`src/rtl/connect4_pkg.sv`:
```
// Shared Connect-4 definitions: board geometry, detector status codes, sequencer states.
package connect4_pkg;

    localparam int BOARD_W = 16;
    localparam int ROWS    = 4;
    localparam int COLS    = 4;

    typedef enum logic [1:0] {
        STILL_PLAYING = 2'b00,
        P1_WINS       = 2'b01,
        P2_WINS       = 2'b10,
        TIE           = 2'b11
    } status_t;

    typedef enum logic [2:0] {
        IDLE,
        SCAN,
        PLACE,
        WAIT_STATUS,
        OVER
    } state_t;

    // Board bit index: row*4 + col, row 0 at the bottom.
    function automatic logic [3:0] cell_idx(input logic [1:0] row, input logic [1:0] col);
        return {row, col};
    endfunction

endpackage

```
`src/rtl/column_scan.sv`:
```
// Combinational search for the lowest empty row of one column.
module column_scan
    import connect4_pkg::*;
(
    input  logic [BOARD_W-1:0] game_board,
    input  logic [1:0]         col,
    output logic [1:0]         row,
    output logic               full
);

    // Walk top-down so the last empty cell seen is the lowest one.
    always_comb begin
        row  = '0;
        full = 1'b1;
        for (int r = ROWS - 1; r >= 0; r--) begin
            if (!game_board[cell_idx(2'(r), col)]) begin
                row  = 2'(r);
                full = 1'b0;
            end
        end
    end

endmodule

```
`src/rtl/move_sequencer.sv`:
```
// Connect-4 move sequencer: accepts column moves, drops pieces, waits on the win detector.
// Optional per-turn forfeit timer enabled by defining MOVE_TIMEOUT_EN.
module move_sequencer
    import connect4_pkg::*;
#(
    parameter int STATUS_WAIT    = 2,
    parameter int TIMEOUT_CYCLES = 1000
) (
    input  logic               clk,
    input  logic               reset,
    input  logic               new_game,
    input  logic               move_valid,
    input  logic [1:0]         move_col,
    input  logic [1:0]         game_status,
    output logic               move_ready,
    output logic [BOARD_W-1:0] game_board,
    output logic [BOARD_W-1:0] player_cells,
    output logic               current_player,
    output logic               move_reject,
    output logic               game_over,
    output logic               turn_timeout
);

    if (STATUS_WAIT < 1 || STATUS_WAIT > 15 || TIMEOUT_CYCLES < 1 || TIMEOUT_CYCLES > 65535) begin : g_bad_param
        $error("move_sequencer: STATUS_WAIT or TIMEOUT_CYCLES out of range");
    end

    state_t     state;
    logic [1:0] col_q;
    logic [1:0] row_q;
    logic [3:0] wait_cnt;
    logic [1:0] scan_row;
    logic       scan_full;
    logic       accept;

    assign accept = move_valid & move_ready;

    column_scan u_scan (
        .game_board (game_board),
        .col        (col_q),
        .row        (scan_row),
        .full       (scan_full)
    );

`ifdef MOVE_TIMEOUT_EN
    logic [15:0] turn_timer;
`else
    assign turn_timeout = 1'b0;
`endif

    always_ff @(posedge clk or posedge reset) begin
        if (reset) begin
            state          <= IDLE;
            game_board     <= '0;
            player_cells   <= '0;
            current_player <= 1'b0;
            move_ready     <= 1'b1;
            move_reject    <= 1'b0;
            game_over      <= 1'b0;
            col_q          <= '0;
            row_q          <= '0;
            wait_cnt       <= '0;
`ifdef MOVE_TIMEOUT_EN
            turn_timer     <= '0;
            turn_timeout   <= 1'b0;
`endif
        end else if (new_game) begin
            // Restart wins over anything in flight, including a PLACE write.
            state          <= IDLE;
            game_board     <= '0;
            player_cells   <= '0;
            current_player <= 1'b0;
            move_ready     <= 1'b1;
            move_reject    <= 1'b0;
            game_over      <= 1'b0;
            wait_cnt       <= '0;
`ifdef MOVE_TIMEOUT_EN
            turn_timer     <= '0;
            turn_timeout   <= 1'b0;
`endif
        end else begin
            move_reject <= 1'b0;
`ifdef MOVE_TIMEOUT_EN
            turn_timeout <= 1'b0;
`endif
            case (state)
                IDLE: begin
                    // Also re-arms ready one cycle after a reject.
                    move_ready <= 1'b1;
                    if (accept) begin
                        col_q      <= move_col;
                        move_ready <= 1'b0;
                        state      <= SCAN;
`ifdef MOVE_TIMEOUT_EN
                        turn_timer <= '0;
`endif
                    end
`ifdef MOVE_TIMEOUT_EN
                    else if (turn_timer == 16'(TIMEOUT_CYCLES - 1)) begin
                        turn_timeout   <= 1'b1;
                        current_player <= ~current_player;
                        turn_timer     <= '0;
                    end else begin
                        turn_timer <= turn_timer + 16'd1;
                    end
`endif
                end
                SCAN: begin
                    if (scan_full) begin
                        move_reject <= 1'b1;
                        state       <= IDLE;
                    end else begin
                        row_q <= scan_row;
                        state <= PLACE;
                    end
                end
                PLACE: begin
                    if (!game_board[cell_idx(row_q, col_q)]) begin
                        game_board[cell_idx(row_q, col_q)]   <= 1'b1;
                        player_cells[cell_idx(row_q, col_q)] <= current_player;
                    end
                    wait_cnt <= 4'(STATUS_WAIT);
                    state    <= WAIT_STATUS;
                end
                WAIT_STATUS: begin
                    if (wait_cnt == 4'd0) begin
                        if (status_t'(game_status) != STILL_PLAYING) begin
                            game_over <= 1'b1;
                            state     <= OVER;
                        end else begin
                            current_player <= ~current_player;
                            move_ready     <= 1'b1;
                            state          <= IDLE;
                        end
                    end else begin
                        wait_cnt <= wait_cnt - 4'd1;
                    end
                end
                OVER: begin
                    move_ready <= 1'b0;
                end
                default: begin
                    state <= IDLE;
                end
            endcase
        end
    end

endmodule
```
`config.mk`:
```
export PLATFORM = sky130hd
export DESIGN_NAME = move_sequencer
export DESIGN_NICKNAME = d
export VERILOG_FILES = /design/src/rtl/connect4_pkg.sv /design/src/rtl/column_scan.sv /design/src/rtl/move_sequencer.sv
export SDC_FILE = /design/constraint.sdc
export NUM_CORES = 1
export LEC_CHECK = 0
export ABC_AREA = 1
export CORE_UTILIZATION = 52
export CTS_CLUSTER_DIAMETER = 80
export DETAILED_ROUTE_END_ITERATION = 8
export PLACE_DENSITY = 0.85
export SLEW_MARGIN = 20
export SYNTH_ARGS = -nofsm -noshare
export SYNTH_HDL_FRONTEND = slang
export SYNTH_SLANG_ARGS = --single-unit
```
`constraint.sdc`:
```
create_clock -name clk -period 4.2 [get_ports clk]
set_clock_uncertainty 0.2 [all_clocks]
set_input_delay 0.42 -clock clk [delete_from_list [all_inputs] [get_ports clk]]
set_output_delay 0.42 -clock clk [all_outputs]
set_load 0.02 [all_outputs]
```
**Word-level counts from Yosys, hierarchy flattened**

Cells that the tools add are included.

- Flip-flop bits (word level): 47
- Input port bits: 8
- Output and inout bits: 37
- Word-level logic and storage cells: 103

- Add/subtract/negate cells: 1
- Order comparisons: 6
- Equality and inequality tests: 11
- Multiplexer cells: 52
- Bitwise gates (word level): 5
- Reductions and logical operators: 18

Operators by type and width:

| operator | count |
|---|---|
| $mux 16 | 6 |
| $mux 1 | 25 |
| $reduce_and 3->1 | 6 |
| $bwmux 16 | 1 |
| $or 16x16->16 | 1 |
| $lt 4x5->1 const B | 3 |
| $pmux 3 s5 | 1 |
| $mux 3 | 4 |
| $ne 3x3->1 const B | 4 |
| $mux 2 | 5 |
| $reduce_bool 2->1 | 5 |
| $bmux 1 s2 | 4 |
| $mux 4 | 2 |
| $pmux 4 s2 | 1 |
| $eq 3x2->1 const B | 2 |
| $ne 2x2->1 const B | 3 |
| $lt 2x5->1 const B | 1 |
| $lt 3x5->1 const B | 1 |
| $bmux 1 s4 | 1 |
| $demux 1 s4 | 1 |
| $ge 4x1->1 const B | 1 |
| $logic_not 4->1 | 1 |
| $reduce_and 2->1 | 2 |
| $reduce_bool 4->1 | 1 |
| 9 further kinds | 11 |

**Logic depth before layout (Yosys ltp)**

Gate-level depths: netlist of run 1.

- Word-level depth: 9
- Mapped depth: 12

**By module**

Synthesis of run 1 repeated with hierarchy kept, for this count alone.

- Cell total of the unflattened synthesis: 382
- Area total of the unflattened synthesis: 2793.9 um^2

By module, submodules not included:

| module | instances | cells each | area each (um^2) | seq. area each (um^2) |
|---|---|---|---|---|
| move_sequencer | 1 | 337 | 2597.5 | 1177.4 |
| column_scan | 1 | 45 | 196.4 | 0.0 |

**Worst setup path before layout of run 1**

OpenSTA, ideal clock, no wires.

- Kind: register to register
- From: reg wait_cnt[0]
- To: reg wait_cnt[2]
- Library setup time: 0.136 ns
- Arrival: 1.530 ns
- Required time: 3.864 ns
- Path slack: 2.335 ns
- Stages on the path, launching flop included: 8
- Buffers on the path: 0
- Clock period less this slack: 1.865 ns
- Cells stage by stage: dfrtp_1 > inv_1 > ha_1 > nor3b_1 > o21ai_0 > nand2_1 > xor2_1 > nor3_1

- Longest elaborated chain between the ends: 4

Ends and longest elaborated chain:

| what | RTL line | RTL |
|---|---|---|
| from (decl) | move_sequencer.sv:31 | `logic [3:0] wait_cnt;` |
| from (signal assigned) | move_sequencer.sv:122 | `wait_cnt <= 4'(STATUS_WAIT);` |
| from (signal assigned) | move_sequencer.sv:136 | `wait_cnt <= wait_cnt - 4'd1;` |
| $sub 4x1->4 | move_sequencer.sv:136 |  |
| $mux 4 | move_sequencer.sv:126 | `if (wait_cnt == 4'd0) begin` |
| $pmux 4 s2 | move_sequencer.sv:86 | `case (state)` |
| $mux 4 | move_sequencer.sv:67 | `end else if (new_game) begin` |

Several ways; a longest one is shown, not always the timed one. The select of a mux whose other input is x is not followed.
A chain may end at the register's enable or synchronous reset.

**Worst setup path in the final report of run 1**

- From: reg col_q[0]
- To: reg player_cells[10]

- Longest elaborated chain between the ends: 8

Ends and longest elaborated chain:

| what | RTL line | RTL |
|---|---|---|
| from (decl) | move_sequencer.sv:29 | `logic [1:0] col_q;` |
| from (signal assigned) | move_sequencer.sv:91 | `col_q <= move_col;` |
| $lt 4x5->1 (implied by the code) / $ge 4x1->1 (equally long branches) | move_sequencer.sv:120 | `player_cells[cell_idx(row_q, col_q)] <= current_player;` |
| $logic_and 1x1->1 (implied by the code) | move_sequencer.sv:120 |  |
| $mux 1 (implied by the code) | move_sequencer.sv:120 |  |
| $demux 1 s4 | move_sequencer.sv:120 |  |
| $bwmux 16 | move_sequencer.sv:120 |  |
| $mux 16 | move_sequencer.sv:118 | `if (!game_board[cell_idx(row_q, col_q)]) begin` |
| $mux 16 | move_sequencer.sv:86 |  |
| $mux 16 | move_sequencer.sv:67 |  |
| to (signal, indexed assignment) | move_sequencer.sv:120 |  |
| to (decl) | move_sequencer.sv:17 | `output logic [BOARD_W-1:0] player_cells,` |

Several ways; a longest one is shown, not always the timed one. The select of a mux whose other input is x is not followed.

==> parameters.txt, run 1 <==
Parameter                              Value

Route
  Final ANT Viol Nets ... 0
  Mean routed wirelength per cell ... 13.6 um
  Via count ... 2256
  Remaining DRCs ... 0
  Via/cell ratio ... 5.57
  Number of search-and-repair iterations in the first detailed-routing pass ... 6
  Total wire length after detailed routing ... 5520 um
  Count of routing violations after the opening detailed-route iteration ... 190

Clocking
  Clock Latency Late Sink ... 0.31 ns
  Library cell used as clock root buffer ... sky130_fd_sc_hd__clkbuf_8
  TritonCTS buffer count ... 5
  Number of gates given a new drive strength after cts ... 0
  H-tree levels ... 2
  Reg clk slew, reported paths ... 0.09 ns
  Number of clock sinks ... 47
  Post CTS Setup Buffer Count ... 0
  Hold-fix buffers, CTS ... 0
  Longest Clk Path Bufs ... 2
  CTS tree ... done

Critical path
  Family with the most delay on the worst path ... simple AND/OR/NAND/NOR gates
  Crit-path cells ... inv_2, nand2_1, nand2_1, nand2_1, nand2_2, nand2_1, nand3_2, nor2_4, nand3_1, nand2_1, nor2_1
  Flop2flop setup slack ... 1.69 ns
  Critical-path maximum fanout ... 39
  Data required time of the critical path ... 4.20 ns
  Worst endpoint data arrival time ... 2.52 ns
  Standard cell with the maximum stage delay on the critical path ... sky130_fd_sc_hd__dfrtp_1
  Delay of the slowest cell on the worst path ... 0.63 ns
  Worst Path Class, Setup ... flop to flop
  Buffer and inverter count on the worst path ... 1
  Type of origin of the critical path ... flop
  Cell occurring most often along the worst timing path ... sky130_fd_sc_hd__nand2_1
  Nature of the critical path endpoint ... flop

Synthesis
  Cells after synthesis ... 313
  Synth async-reset ratio ... 100%
  Predominant post-synthesis flop cell ... sky130_fd_sc_hd__dfrtp_1
  Most instantiated library cell after synthesis ... sky130_fd_sc_hd__nand2_1
  Avg Cell Area, Syn ... 7.64 um^2
  Most area-consuming cells after synthesis ... sky130_fd_sc_hd__dfrtp_1 (48%), sky130_fd_sc_hd__nand2_1 (14%), sky130_fd_sc_hd__nor2_1 (7.9%)
  Sequential fraction of the synthesis area ... 49.3%
  Most frequent cells after synthesis ... sky130_fd_sc_hd__nand2_1 (88), sky130_fd_sc_hd__nor2_1 (50), sky130_fd_sc_hd__dfrtp_1 (46)
  #FFs+latches synth ... 47
  Number of flops mapped to enable cells by yosys ... 0
  Mapped Nets ... 323
  Count of synthesis-stage warnings from yosys ... 0
  Cell accounting for the most synthesized area ... sky130_fd_sc_hd__dfrtp_1
  Synth Cell Area ... 2390 um^2
  Number of different library cells in the post-synthesis netlist ... 31
  Share of the synthesized area in the top cell type ... 48.2%

Floorplan
  Area of the placeable core ... 4380 um^2
  # rows ... 24
  Die area ... 4870 um^2
  IO Pins ... 45
  Die H ... 69.8 um
  Effective utilization at floorplan ... 54.5%
  Die width ... 69.8 um

Timing
  Fraction of the cycle the final worst path needs ... 59.9%
  Min Tclk post-route ... 2.51 ns
  Maximum achievable frequency ... 398 MHz
  Final setup violation count ... 0
  Hold Fails Final Rpt ... 0
  Hold slack ... 0.282 ns
  Transition time at the pin with the least slew margin ... 0.924 ns
  Unrepaired setup endpoints after global routing ... no
  Final total negative setup slack ... 0 ns
  Max-slew violation count ... 0
  Worst Setup Slack, final ... 1.69 ns
  Slew headroom ... 38.3%

Power
  Share of total power in the clock network ... 25.9%
  Net Sw Frac ... 38.7%
  Internal power ... 0.818 mW
  IR Drop Worst-Case VDD ... 328 uV
  Proportion of power drawn by flip-flops and latches ... 42.7%
  Switching power summed over all nets ... 0.517 mW
  Combinational power share ... 31.4%
  Leakage power ... 1.36 nW
  Power density over the cells ... 454 nW/um^2

Worst hold path
  Worst hold path class ... flop to flop

Status
  Outcome ... complete, no violations

Finish
  Fraction of final layout cells with drive strength greater than 1 ... 5.10%
  Area taken by flip-flops and latches ... 1180 um^2
  Final instance area ... 2940 um^2
  Multi-input gate area ... 1050 um^2
  Filler instances ... 365
  Area overhead of the layout relative to synthesis ... 22.9%
  Fin nets ... 362
  Final cell utilization of the core ... 67.0%
  Number of inserted diodes ... 0

Global routing
  Initial antenna violation count ... 0
  Vias in the first global route ... 2074
  Final global-route overflow total ... 0
  Largest net degree at the start of global routing ... 48
  Wire length of the first global-routing pass ... 9560 um
  Overall routing resource usage ... 24.5%

Placement
  Dpl hpwl ... 3860 um
  Pre-CTS setup slack ... 1.60 ns
  Post-placement cell area ... 2820 um^2
  Global placement routability congestion ... 0.937
  Port-buffer cells ... 43

Run
  Number of max-cap violations ... 0
placed cells by master, fill, tap and decap left out, types with 2 or more instances in the layout:
master                            instances
sky130_fd_sc_hd__inv_2                    2
sky130_fd_sc_hd__inv_1                   20
sky130_fd_sc_hd__a21oi_1                 29
sky130_fd_sc_hd__nand3_1                 11
sky130_fd_sc_hd__ha_1                     2
sky130_fd_sc_hd__clkbuf_8                 6
sky130_fd_sc_hd__dfrtp_1                 46
sky130_fd_sc_hd__o21ai_0                 19
sky130_fd_sc_hd__nand4_1                 11
sky130_fd_sc_hd__nand2_2                  3
sky130_fd_sc_hd__clkdlybuf4s50_1         43
sky130_fd_sc_hd__nor3_1                   4
sky130_fd_sc_hd__nand2_1                 88
sky130_fd_sc_hd__o21ai_1                  3
sky130_fd_sc_hd__nor2_1                  50
flip-flops by register name (all words and copies together) (netlist names):
name / count
move_reject: 1
game_over: 1
move_ready: 1
current_player: 1
wait_cnt: 4
state: 3
col_q: 2
row_q: 2
game_board: 16
player_cells: 16
path summary, 6_finish.rpt:
path / start / end / depth (start not counted)
setup / recovery: col_q[0] / player_cells[10] / 11
hold / removal: player_cells[4] / player_cells[4] / 2
setup reg to reg: col_q[0] / player_cells[10] / 11
hold reg to reg: player_cells[4] / player_cells[4] / 2
max in group asynchronous: reset / game_board[15] / 2
min in group asynchronous: reset / player_cells[12] / 2
area by class of cell:
| type | instances | area share, % |
|---|---|---|
| Inverter | 23 | 2.94 |
| Clock buffer | 6 | 2.81 |
| Clock inverter | 2 | 1.19 |
| Tap cell | 52 | 2.22 |
| Sequential cell | 47 | 40.1 |
| Timing Repair Buffer | 44 | 14.9 |
| Multi-Input combinational cell | 231 | 35.8 |
layer usage:
metal | GRT usage (%) | up-vias | share of wire (%)
met2 | 37.3 | 113 | 47
met5 | 0 | - | 0
met3 | 5.23 | 10 | 7.1
met4 | 9.78 | 0 | 1.6
met1 | 34.4 | 1041 | 44
li1 | - | 1092 | -
kinds of logic after synthesis:
kind of cell | Yosys count | share of synthesized area, %
simple gates | 171 | 30.0
compound gates | 56 | 12.5
flops | 47 | 49.3
buf+inv | 35 | 6.70
fa+ha+maj | 2 | 1.05
xor+xnor | 1 | 0.367
other cells | 1 | 0.157
stage by stage:
step | cells | total power, mW
2_1_floorplan | 313 | 0.888
3_3_place_gp | 397 | 0.970
3_5_place_dp | 397 | 0.982
4_1_cts | 405 | 1.33
5_1_grt | 405 | 1.42
6_report | 405 | 1.33
worst register-to-register path, delay by kind of cell, from the launching register on:
family                 cells  cell delay [ns]
AND/OR/NAND/NOR           10             1.44
flip-flops                 1             0.63
buffers and inverters      1             0.14
power by group through the flow:
stage                     clock network (mW)  logic, mW  registers [mW]
after global placement                     0      0.397           0.573
after floorplan                            0      0.317           0.571
after detailed placement                   0      0.407           0.575
after global routing                   0.366      0.474           0.577
after CTS                              0.351      0.411           0.568
final                                  0.346      0.419           0.569
No activity file was read; power rests on OpenSTA's default activity.
==> run 2: changes to the inputs <==
Settings changed: CORE_UTILIZATION 52 to 47, PLACE_DENSITY 0.85 to 0.81.
Clock period 4.2 ns to 2.3 ns, I/O delays scaled along.
==> parameters.txt, run 2 (synthesis results as in run 1) <==
Parameter                              Value

Floorplan
  IO Pins ... 45 (unchanged)
  Die area ... 5370 um^2 (was 4870 um^2)
  Effective utilization at floorplan ... 49.6% (was 54.5%)
  Area of the placeable core ... 4820 um^2 (was 4380 um^2)
  Die H ... 73.3 um (was 69.8 um)
  Die width ... 73.3 um (was 69.8 um)
  # rows ... 25 (was 24)

Route
  Total wire length after detailed routing ... 5540 um (was 5520 um)
  Via count ... 2236 (was 2256)
  Number of search-and-repair iterations in the first detailed-routing pass ... 4 (was 6)
  Via/cell ratio ... 5.22 (was 5.57)
  Remaining DRCs ... 0 (unchanged)
  Mean routed wirelength per cell ... 12.9 um (was 13.6 um)
  Final ANT Viol Nets ... 0 (unchanged)
  Count of routing violations after the opening detailed-route iteration ... 167 (was 190)

Timing
  Hold slack ... -0.00667 ns (was 0.282 ns)
  Final total negative setup slack ... 0 ns (unchanged)
  Final setup violation count ... 0 (unchanged)
  Unrepaired setup endpoints after global routing ... no (unchanged)
  Max-slew violation count ... 0 (unchanged)
  Fraction of the cycle the final worst path needs ... 89.1% (was 59.9%)
  Slew headroom ... 64.7% (was 38.3%)
  Hold Fails Final Rpt ... 12 (was 0)
  Min Tclk post-route ... 2.05 ns (was 2.51 ns)
  Transition time at the pin with the least slew margin ... 0.526 ns (was 0.924 ns)
  Maximum achievable frequency ... 488 MHz (was 398 MHz)

Placement
  Post-placement cell area ... 2910 um^2 (was 2820 um^2)
  Global placement routability congestion ... 0.989 (was 0.937)
  Port-buffer cells ... 43 (unchanged)
  Dpl hpwl ... 4150 um (was 3860 um)

Critical path
  Cell occurring most often along the worst timing path ... sky130_fd_sc_hd__nand2_1 (unchanged)
  Delay of the slowest cell on the worst path ... 0.60 ns (was 0.63 ns)
  Crit-path cells ... inv_2, nand2_1, nand2_1, nand2_1, nand2_1, nand2_1, nand3_2, o21bai_2, nand2_1, nand2_1, nand2_1 (was inv_2, nand2_1, nand2_1, nand2_1, nand2_2, nand2_1, nand3_2, nor2_4, nand3_1, nand2_1, nor2_1)
  Depth of the worst register-to-register path ... 11 (unchanged)
  Family with the most delay on the worst path ... simple AND/OR/NAND/NOR gates (unchanged)
  Nature of the critical path endpoint ... flop (unchanged)
  Buffer and inverter count on the worst path ... 1 (unchanged)
  Worst endpoint data arrival time ... 2.05 ns (was 2.52 ns)
  Critical-path maximum fanout ... 15 (was 39)
  Standard cell with the maximum stage delay on the critical path ... sky130_fd_sc_hd__dfrtp_1 (unchanged)
  Type of origin of the critical path ... flop (unchanged)
  Worst Path Class, Setup ... flop to flop (unchanged)
  Data required time of the critical path ... 2.30 ns (was 4.20 ns)
  Total number of cells along the worst setup path ... 11 (unchanged)

Finish
  Number of inserted diodes ... 0 (unchanged)
  Top library cells by usage in the layout, fill and taps aside ... sky130_fd_sc_hd__nand2_1 (88), sky130_fd_sc_hd__nor2_1 (50), sky130_fd_sc_hd__dfrtp_1 (46) (unchanged)
  Final instance area ... 3050 um^2 (was 2940 um^2)
  Regs by FF count ... game_board: 16 flops, player_cells: 16 flops, wait_cnt: 4 flops (unchanged)
  Fin nets ... 370 (was 362)
  Most common library cell in the layout ignoring fill and taps ... sky130_fd_sc_hd__nand2_1 (unchanged)
  Area overhead of the layout relative to synthesis ... 27.5% (was 22.9%)
  Fraction of final layout cells with drive strength greater than 1 ... 6.93% (was 5.10%)

Global routing
  Largest net degree at the start of global routing ... 23 (was 48)
  Overall routing resource usage ... 22.6% (was 24.5%)
  Initial antenna violation count ... 0 (unchanged)
  Vias in the first global route ... 2024 (was 2074)
  Final global-route overflow total ... 0 (unchanged)
  Wire length of the first global-routing pass ... 9260 um (was 9560 um)

Clocking
  Reg clk slew, reported paths ... 0.09 ns (about the same)
  H-tree levels ... 2 (unchanged)
  Hold-fix buffers, CTS ... 0 (unchanged)
  Longest Clk Path Bufs ... 2 (unchanged)
  Library cell used as clock root buffer ... sky130_fd_sc_hd__clkbuf_8 (unchanged)
  Number of clock sinks ... 47 (unchanged)
  TritonCTS buffer count ... 5 (unchanged)
  Post CTS Setup Buffer Count ... 0 (unchanged)
  Clock Latency Late Sink ... 0.31 ns (about the same)
  CTS tree ... done (unchanged)
  Number of gates given a new drive strength after cts ... 0 (unchanged)

Status
  Outcome ... complete, but fails checks (was complete, no violations)
  Violations in the final reports ... negative hold slack

Run
  Number of max-cap violations ... 0 (unchanged)

Power
  Leakage power ... 1.40 nW (was 1.36 nW)
  Overall power ... 2.58 mW (was 1.33 mW)
  IR Drop Worst-Case VDD ... 509 uV (was 328 uV)
  Power density over the cells ... 846 nW/um^2 (was 454 nW/um^2)

Worst hold path
  Worst hold path class ... input port to asynchronous set/reset pin (was flop to flop)
==> run 2: changes by cell type in the layout (fill, tap and decap cells not counted), sizes merged <==
cell,change
bufinv,+1
inv,-1
clkbuf,-1
clkinvlp,+1
buf,+8
==> run 2: path summary, 6_finish.rpt <==
check	slack, ns	from	to
max	0.25	col_q[0]	player_cells[5]
min	-0.007	reset	player_cells[12]
max reg2reg	0.25	col_q[0]	player_cells[5]
min reg2reg	0.28	player_cells[4]	player_cells[4]
max in group asynchronous	1.33	reset	move_ready
min in group clk	0.28	player_cells[4]	player_cells[4]
==> run 2: worst reg2reg max path, delay by kind of cell (launching register included) <==
| kind | cells | cell delay, ns |
|---|---|---|
| AO/OA/AOI/OAI | 1 | 0.33 |
| buffers and inverters | 1 | 0.13 |
| flip-flops | 1 | 0.60 |
| AND/OR/NAND/NOR | 9 | 0.70 |
==> run 2: where the power goes <==
group,internal [mW],switching [mW]
combinational,0.260,0.565
sequential,0.918,0.112
clock,0.433,0.288
total,1.61,0.966
==> run 2: cell type report <==
class	count	area, um^2
fill	440	1770
sequential	47	1180
multi-input combinational	231	1050
timing repair buffer	52	510
inverter	23	86.3
tap	67	83.8
clock buffer	5	68.8
clock inverter	3	67.6
==> run 2: through the flow <==
step | cells | setup WS (ns) | util (%)
after floorplan | 313 | 0.435 | -
after global placement | 420 | 0.338 | 60.4
after detailed placement | 420 | 0.256 | 60.4
after CTS | 428 | 0.237 | 63.2
after global routing | 428 | 0.0182 | 63.2
final | 428 | 0.251 | 63.2
==> run 2: routing by layer <==
layer  part of all wire, %  routed length (um)  GRT usage, %  vias up
li1                      -                   -             -     1106
met1                    45                2510          30.7     1058
met2                    48                2650          36.2       65
met3                   5.5                 305          5.08        7
met4                   1.5                  81          7.26        0
met5                     0                   0             0        -
==> run 3: changes to the inputs <==
Settings changed: CTS_BUF_LIST set to sky130_fd_sc_hd__clkbuf_16, TNS_END_PERCENT set to 20.
==> parameters.txt, run 3 (synthesis results as in run 1) <==
Parameter                              Value

Status
  Outcome ... complete, no violations (was complete, but fails checks)

Route
  Mean routed wirelength per cell ... 13.3 um (was 12.9 um)
  Final ANT Viol Nets ... 0 (unchanged)
  Count of routing violations after the opening detailed-route iteration ... 222 (was 167)
  Total wire length after detailed routing ... 5670 um (was 5540 um)
  Via/cell ratio ... 5.34 (was 5.22)
  Remaining DRCs ... 0 (unchanged)
  Via count ... 2284 (was 2236)
  Number of search-and-repair iterations in the first detailed-routing pass ... 4 (unchanged)

Floorplan
  Die area ... 5370 um^2 (unchanged)
  Area of the placeable core ... 4820 um^2 (unchanged)
  # rows ... 25 (unchanged)
  Die width ... 73.3 um (unchanged)
  Die H ... 73.3 um (unchanged)
  Effective utilization at floorplan ... 49.6% (unchanged)
  IO Pins ... 45 (unchanged)

Clocking
  Clock Latency Late Sink ... 0.29 ns (was 0.31 ns)
  CTS tree ... done (unchanged)
  Longest Clk Path Bufs ... 2 (unchanged)
  Reg clk slew, reported paths ... 0.07 ns (was 0.09 ns)
  Number of clock sinks ... 47 (unchanged)
  Post CTS Setup Buffer Count ... 0 (unchanged)
  Number of gates given a new drive strength after cts ... 0 (unchanged)
  H-tree levels ... 2 (unchanged)
  Hold-fix buffers, CTS ... 0 (unchanged)
  TritonCTS buffer count ... 5 (unchanged)
  Library cell used as clock root buffer ... sky130_fd_sc_hd__clkbuf_16 (was sky130_fd_sc_hd__clkbuf_8)

Timing
  Transition time at the pin with the least slew margin ... 0.529 ns (was 0.526 ns)
  Max-slew violation count ... 0 (unchanged)
  Final setup violation count ... 0 (unchanged)
  Maximum achievable frequency ... 485 MHz (was 488 MHz)
  Final total negative setup slack ... 0 ns (unchanged)
  Unrepaired setup endpoints after global routing ... no (unchanged)
  Slew headroom ... 64.5% (was 64.7%)
  Hold Fails Final Rpt ... 0 (was 12)
  Min Tclk post-route ... 2.06 ns (was 2.05 ns)
  Fraction of the cycle the final worst path needs ... 89.6% (was 89.1%)

Critical path
  Depth of the worst register-to-register path ... 12 (was 11)
  Data required time of the critical path ... 2.28 ns (was 2.30 ns)
  Critical-path maximum fanout ... 21 (was 15)
  Type of origin of the critical path ... flop (unchanged)
  Nature of the critical path endpoint ... flop (unchanged)
  Worst Path Class, Setup ... flop to flop (unchanged)
  Worst endpoint data arrival time ... 2.04 ns (was 2.05 ns)

Finish
  Regs by FF count ... game_board: 16 flops, player_cells: 16 flops, wait_cnt: 4 flops (unchanged)
  Area overhead of the layout relative to synthesis ... 29.8% (was 27.5%)
  Number of inserted diodes ... 0 (unchanged)
  Layout Cells excl Fill ... 428 (unchanged)
  Final instance area ... 3100 um^2 (was 3050 um^2)
  Fin nets ... 370 (unchanged)
  Final cell utilization of the core ... 64.4% (was 63.2%)
  Top library cells by usage in the layout, fill and taps aside ... sky130_fd_sc_hd__nand2_1 (88), sky130_fd_sc_hd__nor2_1 (50), sky130_fd_sc_hd__dfrtp_1 (46) (unchanged)
  Fraction of final layout cells with drive strength greater than 1 ... 6.93% (unchanged)
  Most common library cell in the layout ignoring fill and taps ... sky130_fd_sc_hd__nand2_1 (unchanged)

Placement
  Dpl hpwl ... 4150 um (unchanged)
  Global placement routability congestion ... 0.989 (unchanged)
  Instance count after placement with tap cells included ... 420 (unchanged)
  Port-buffer cells ... 43 (unchanged)
  Post-placement cell area ... 2910 um^2 (unchanged)

Global routing
  Wire length of the first global-routing pass ... 9440 um (was 9260 um)
  Vias in the first global route ... 2048 (was 2024)
  Initial antenna violation count ... 0 (unchanged)
  Overall routing resource usage ... 23.3% (was 22.6%)
  Largest net degree at the start of global routing ... 23 (unchanged)
  Final global-route overflow total ... 0 (unchanged)

Power
  IR Drop Worst-Case VDD ... 538 uV (was 509 uV)
  Power density over the cells ... 902 nW/um^2 (was 846 nW/um^2)
  Leakage power ... 1.43 nW (was 1.40 nW)

Run
  Number of max-cap violations ... 0 (unchanged)

Worst hold path
  Worst hold path class ... input port to asynchronous set/reset pin (unchanged)
[run 3: cell counts in the layout (fill, tap and decap cells not counted)]
Identical to the previous run, type by type.
[run 3: per-layer routing]
layer / track usage (%) / vias to the layer above / wire length, um
li1: - / 1108 / -
met1: 31.3 / 1091 / 2510
met2: 37.0 / 73 / 2760
met3: 5.49 / 12 / 294
met4: 8.12 / 0 / 117
met5: 0 / - / 0
[run 3: worst paths after layout]
| check | from | endpoint | slack (ns) |
|---|---|---|---|
| min in group clk | player_cells[4] | player_cells[4] | 0.28 |
| setup reg to reg | col_q[0] | player_cells[8] | 0.24 |
| max in group asynchronous | reset | move_ready | 1.30 |
| setup / recovery | col_q[0] | player_cells[8] | 0.24 |
| hold reg to reg | player_cells[4] | player_cells[4] | 0.28 |
| hold / removal | reset | player_cells[12] | 0.02 |
[run 3: power breakdown]
part / switching [mW] / total (mW) / leakage (nW) / internal, mW
registers: 0.113 / 1.03 / 0.639 / 0.919
clock network: 0.311 / 0.933 / 0.0900 / 0.622
logic: 0.573 / 0.833 / 0.697 / 0.260
[run 3: metrics by stage]
stage               hold WS (ns)  worst slack, ns  total power [mW]
floorplan                  0.189            0.435              1.62
global placement           0.259            0.338              1.83
detailed placement         0.262            0.256              1.86
CTS                       0.0334            0.231              2.80
global route              0.0606          0.00752              2.95
finish                    0.0203            0.238              2.80
[run 3: final cells by class]
cell class	count	area (um^2)
Tap cell	67	83.8
Inverter	23	86.3
Clock buffer	5	125
Fill cell	430	1710
Timing Repair Buffer	52	510
Sequential cell	47	1180
Clock inverter	3	67.6
Multi-Input combinational cell	231	1050
[run 3: worst max-delay path, stage by stage (launching register included)]
cell	delay, ns
sky130_fd_sc_hd__dfrtp_1	0.59
sky130_fd_sc_hd__inv_2	0.13
sky130_fd_sc_hd__nand2_1	0.09
sky130_fd_sc_hd__nand2_1	0.05
sky130_fd_sc_hd__nand2_1	0.05
sky130_fd_sc_hd__nand2_1	0.09
sky130_fd_sc_hd__nand2_1	0.09
sky130_fd_sc_hd__nand3_2	0.10
sky130_fd_sc_hd__nor2_4	0.11
sky130_fd_sc_hd__buf_4	0.24
sky130_fd_sc_hd__nand3_1	0.10
sky130_fd_sc_hd__nand2_1	0.07
sky130_fd_sc_hd__nor2_1	0.04
